File: src/rtl/stream_thread_pack.sv
// Packs a single-lane WIDTH-bit sample stream into THREAD-lane words, zero-padding a short final word at line end.
// Define STREAM_THREAD_PACK_LENCHK_EN to enable the per-line sample counter, o_last and o_err.
module stream_thread_pack #(
    parameter int unsigned WIDTH   = 27,
    parameter int unsigned THREAD  = 2,
    parameter int unsigned SIZE    = 56,
    parameter int unsigned CHANNEL = 32
) (
    input  logic                      i_sclk,
    input  logic                      i_rst,
    input  logic                      i_vsync,
    input  logic                      i_hsync,
    input  logic                      i_valid,
    input  logic [WIDTH-1:0]          i_tdata,
    output logic                      o_vsync,
    output logic                      o_hsync,
    output logic                      o_valid,
    output logic [WIDTH*THREAD-1:0]   o_tdata,
    output logic                      o_last,
    output logic                      o_err
);

    localparam int unsigned LW = $clog2(THREAD);

    logic [LW-1:0]           lane_cnt_q, lane_cnt_d;
    logic [WIDTH*THREAD-1:0] shreg_q, shreg_d;
    logic                    hsync_d1_q, hsync_d1_d;
    logic                    armed_q, armed_d;
    logic                    o_vsync_q, o_vsync_d;
    logic                    o_hsync_q, o_hsync_d;
    logic                    o_valid_q, o_valid_d;
    logic [WIDTH*THREAD-1:0] o_tdata_q, o_tdata_d;

    logic                    accept, fall, lane_top, complete, flush, emit;
    logic [WIDTH*THREAD-1:0] word;

    always_comb begin
        // armed_q blocks a line that was already in progress when reset released
        accept   = i_valid & i_hsync & ~i_vsync & armed_q;
        fall     = hsync_d1_q & ~i_hsync & armed_q;
        lane_top = (lane_cnt_q == LW'(THREAD - 1));
        complete = accept & lane_top;
        flush    = fall & ~i_vsync & (lane_cnt_q != '0);
        emit     = complete | flush;

        word = shreg_q;
        for (int unsigned k = 0; k < THREAD; k++) begin
            if (accept && (lane_cnt_q == LW'(k))) begin
                word[k*WIDTH +: WIDTH] = i_tdata;
            end
        end

        lane_cnt_d = lane_cnt_q;
        shreg_d    = word;
        if (accept) begin
            lane_cnt_d = lane_top ? '0 : lane_cnt_q + 1'b1;
        end
        if (emit) begin
            shreg_d = '0;
        end
        if (flush) begin
            lane_cnt_d = '0;
        end
        if (i_vsync) begin
            lane_cnt_d = '0;
            shreg_d    = '0;
        end

        hsync_d1_d = i_hsync;
        armed_d    = armed_q | ~i_hsync;
        o_vsync_d  = i_vsync;
        o_hsync_d  = i_hsync | flush;
        o_valid_d  = emit;
        o_tdata_d  = emit ? word : o_tdata_q;
    end

    always_ff @(posedge i_sclk or posedge i_rst) begin
        if (i_rst) begin
            lane_cnt_q <= '0;
            shreg_q    <= '0;
            hsync_d1_q <= 1'b0;
            armed_q    <= 1'b0;
            o_vsync_q  <= 1'b0;
            o_hsync_q  <= 1'b0;
            o_valid_q  <= 1'b0;
            o_tdata_q  <= '0;
        end else begin
            lane_cnt_q <= lane_cnt_d;
            shreg_q    <= shreg_d;
            hsync_d1_q <= hsync_d1_d;
            armed_q    <= armed_d;
            o_vsync_q  <= o_vsync_d;
            o_hsync_q  <= o_hsync_d;
            o_valid_q  <= o_valid_d;
            o_tdata_q  <= o_tdata_d;
        end
    end

    assign o_vsync = o_vsync_q;
    assign o_hsync = o_hsync_q;
    assign o_valid = o_valid_q;
    assign o_tdata = o_tdata_q;

`ifdef STREAM_THREAD_PACK_LENCHK_EN
    localparam int unsigned NSMP = SIZE * CHANNEL;
    localparam int unsigned CW   = $clog2(NSMP + 1);

    logic [CW-1:0] cnt_q, cnt_d;
    logic          last_pend_q, last_pend_d;
    logic          o_last_q, o_last_d;
    logic          o_err_q, o_err_d;
    logic          last_hit;

    always_comb begin
        // cnt_q saturates at NSMP so that one value flags overflow and a full line
        last_hit    = accept & (cnt_q == CW'(NSMP - 1));
        cnt_d       = cnt_q;
        last_pend_d = last_pend_q;
        o_err_d     = o_err_q;

        if (accept) begin
            if (cnt_q == CW'(NSMP)) begin
                o_err_d = 1'b1;
            end else begin
                cnt_d = cnt_q + 1'b1;
            end
        end
        if (last_hit) begin
            last_pend_d = 1'b1;
        end
        o_last_d = emit & (last_pend_q | last_hit);
        if (emit) begin
            last_pend_d = 1'b0;
        end
        if (fall) begin
            cnt_d = '0;
            if (!i_vsync && (cnt_q != CW'(NSMP))) begin
                o_err_d = 1'b1;
            end
        end
        if (i_vsync) begin
            cnt_d       = '0;
            last_pend_d = 1'b0;
        end
        if (i_vsync && !o_vsync_q) begin
            o_err_d = 1'b0;
        end
    end

    always_ff @(posedge i_sclk or posedge i_rst) begin
        if (i_rst) begin
            cnt_q       <= '0;
            last_pend_q <= 1'b0;
            o_last_q    <= 1'b0;
            o_err_q     <= 1'b0;
        end else begin
            cnt_q       <= cnt_d;
            last_pend_q <= last_pend_d;
            o_last_q    <= o_last_d;
            o_err_q     <= o_err_d;
        end
    end

    assign o_last = o_last_q;
    assign o_err  = o_err_q;
`else
    assign o_last = 1'b0;
    assign o_err  = 1'b0;
`endif

endmodule
File: config.mk
export PLATFORM = sky130hd
export DESIGN_NAME = stream_thread_pack
export DESIGN_NICKNAME = d
export VERILOG_FILES = /design/src/rtl/stream_thread_pack.sv
export SDC_FILE = /design/constraint.sdc
export NUM_CORES = 1
export LEC_CHECK = 0
export ABC_AREA = 1
export BUFFER_PORTS_ARGS = -buffer_cell sky130_fd_sc_hd__buf_4
export CORE_ASPECT_RATIO = 1.4
export CORE_MARGIN = 2
export CORE_UTILIZATION = 45
export CTS_CLUSTER_SIZE = 40
export DETAILED_ROUTE_END_ITERATION = 7
export PLACE_DENSITY_LB_ADDON = 0.05
export SLEW_MARGIN = 10
export SYNTH_ARGS = -nofsm -noshare
export SYNTH_HDL_FRONTEND = slang
export SYNTH_SLANG_ARGS = --single-unit
export TNS_END_PERCENT = 50
File: constraint.sdc
create_clock -name i_sclk -period 5.8 [get_ports i_sclk]
set_input_delay 0.87 -clock i_sclk [delete_from_list [all_inputs] [get_ports i_sclk]]
set_output_delay 0.87 -clock i_sclk [all_outputs]
set_load 0.05 [all_outputs]
==> flow_summary.yaml <==
sta:
  max_freq_ghz: 0.282
  setup_tns_ps: 0
  drv_slew: 0
  worstMarginPinSlew_ps: 1190
  finalCriticalPeriod_ps: 3550
  post-route-period-util_pct: 61.2
  slew_headroom_pct: 20.5
  rsz0062_at_grt: "no"
  hold_viol: 0
  worst_clock_skew_ps: 8.60
  setup_violations: 0
route:
  vias: 4061
  wl_met1_mm: 5.74
  drtIter0Drc: 338
  maxUsedRoutingLayer: "met4"
  wl_met3_um: 532
  route.met2.wl_mm: 5.47
  drt_first_pass_iters: 5
  ant_nets: 0
  wl_per_cell_um: 14.3
  via_per_inst: 4.89
  drt-total-wl_mm: 11.9
  drc: 0
synthesis:
  ys.flop_type: "dfrtp_1"
  ys_warn_count: 0
  yosysMostFrequentCell: "nand2_1"
  synth_seq_cells: 114
  syn_inst: 609
  synth_common_cells: "221 x nand2_1, 114 x dfrtp_1, 110 x nand3_1"
  synth_top_cell_area_share_pct: 56.8
  synthTopCellsByArea: "dfrtp_1 57%, nand2_1 17%, nand3_1 11%"
  synth_cell_type_count: 16
  syn_area_per_cell_um2: 8.25
  synth_edf_count: 0
  netlist_area_um2: 5020
  yosysSeqAreaShare_pct: 56.8
  yosys.area.top_type: "dfrtp_1"
  async_reset_ff_share_pct: 100
power:
  power.internal_uw: 1550
  pwr-share-clk_pct: 45.5
  p_switching_uw: 576
  vdd_drop_max_uv: 209
  pwr-share-comb_pct: 14.2
  p_seq_share_pct: 40.3
  p_leak_uw: 0.00346
  p_sw_share_pct: 27.1
  power_per_cell_area_nw_per_um2: 345
global_routing:
  gr-total-overflow: 0
  grt_max_degree: 84
  grt_usage_pct: 20.9
  grt_antenna_before_repair: 0
  grt_pass1_vias: 3817
  grt_pass1_wl_mm: 19.6
floorplan:
  start_util_pct: 46.2
  core_um2: 10900
  io_pins: 91
  die_w_um: 93.3
  dieHeight_um: 129
  dieArea_um2: 12000
  core.rowCount: 45
placement:
  dpl.hpwl_mm: 7.08
  dp.cells: 802
  portBuffers: 88
  gp_congestion: 0.745
cts:
  cts.sinks: 114
  htree_levels: 4
  clk_pin_slew_worst_paths_ps: 50
  insertion_delay_ps: 410
  cts_root_buf: "clkbuf_16"
  post_cts_buffers: 0
  postCtsHoldBufs: 0
  cts_tree: "yes"
  cts_resized: 0
  numCtsBuffers: 17
  clock_path_buffers: 2
layout:
  layout.cells.non_filler: 831
  diodes: 0
  area_growth_pct: 22.9
  fillers: 1025
  drive_above_1_share_pct: 18.8
  fin_nets: 712
critical_path:
  cp_max_fo: 57
  worstPathCellList: "buf_4 -> inv_2 -> nor2_1 -> nand2_2 -> nand2_2 -> nand2_1 -> nand2_1"
  critPathRequiredTime_ps: 6080
  crit_path_start_kind: "flop"
  endpoint_kind: "flop"
  slowest_stage: "nand2_2"
  cp.arrival_ps: 3830
  slowest_delay_ps: 910
  critPathTopFamily: "simple AND/OR/NAND/NOR gates"
  crit_type: "reg -> reg"
  critPathBufInv: 2
run:
  maxCapViolations: 0
status:
  status: "completed"
hold_path:
  min_path_type: "reg -> reg"
==> routing by layer <==
metal / up-vias / GRT usage, %
li1: 2007 / -
met3: 10 / 5.41
met1: 1932 / 30.6
met4: 0 / 7.18
met5: - / 0
met2: 112 / 30.4
==> stage by stage <==
| step | hold WS, ps | setup WS [ps] | instance area (um^2) | total power, uW | util [%] |
|---|---|---|---|---|---|
| after floorplan | 474 | 1910 | 5030 | 1080 | - |
| after global routing | 533 | 1860 | 6170 | 2210 | 56.8 |
| after global placement | 494 | 2210 | 5620 | 1170 | 51.7 |
| final | 502 | 2250 | 6170 | 2130 | 56.8 |
| after CTS | 509 | 2180 | 6170 | 2150 | 56.8 |
| after detailed placement | 496 | 2200 | 5620 | 1180 | 51.7 |
==> power by group through the flow <==
stage | logic [uW] | registers [uW] | clock network, uW
finish | 302 | 858 | 969
global route | 325 | 861 | 1020
CTS | 305 | 858 | 986
detailed placement | 304 | 871 | 0
global placement | 304 | 870 | 0
floorplan | 102 | 977 | 0
==> final cells by class <==
cell class / instances / area [um^2] / area share, %
clock buffers: 23 / 498 / 8.07
multi-input cells: 396 / 1680 / 27.2
inverters: 60 / 228 / 3.69
well taps: 141 / 176 / 2.86
repair buffers: 91 / 683 / 11.1
clock inverters: 6 / 55.1 / 0.892
flip-flops and latches: 114 / 2850 / 46.2
==> path summary, 6_finish.rpt <==
| path | slack [ps] | cells after the start | to | from |
|---|---|---|---|---|
| setup / recovery | 2250 | 7 | o_tdata[21] | lane_cnt_q |
| hold / removal | 500 | 2 | o_tdata[15] | o_tdata[15] |
| setup reg to reg | 2250 | 7 | o_tdata[21] | lane_cnt_q |
| hold reg to reg | 500 | 2 | o_tdata[15] | o_tdata[15] |
| max in group asynchronous | 4030 | 3 | o_tdata[38] | i_rst |
| min in group asynchronous | 680 | 2 | shreg_q[15] | i_rst |
==> placed cells by master, fill, tap and decap left out, drive strengths merged <==
master	instances
buf	91
clkbuf	23
bufinv	1
clkinv	5
conb	2
dfrtp	114
nand3	112
o211ai	1
inv	60
nor2	58
nand2	223
==> logic make-up after synthesis <==
| family | after synthesis | share of synthesized area, % |
|---|---|---|
| AOI/OAI and AO/OA | 1 | 0.423 |
| buffers and inverters | 100 | 10.1 |
| DFF | 114 | 56.8 |
| other | 1 | 0.0746 |
| and+or+nand+nor | 393 | 32.7 |
==> flip-flops by register name, indices dropped and copies added, names as in the netlist <==
register    cells
o_hsync         1
lane_cnt_q      1
hsync_d1_q      1
o_tdata        54
shreg_q        54
o_valid         1
armed_q         1
o_vsync         1
==> tightest hold or removal path, stage by stage, from the launching register on <==
cell and delay [ps]:
dfrtp_1 340, nand3_1 70, nand2_1 60
Note: power is estimated with default switching activity, not from simulation.
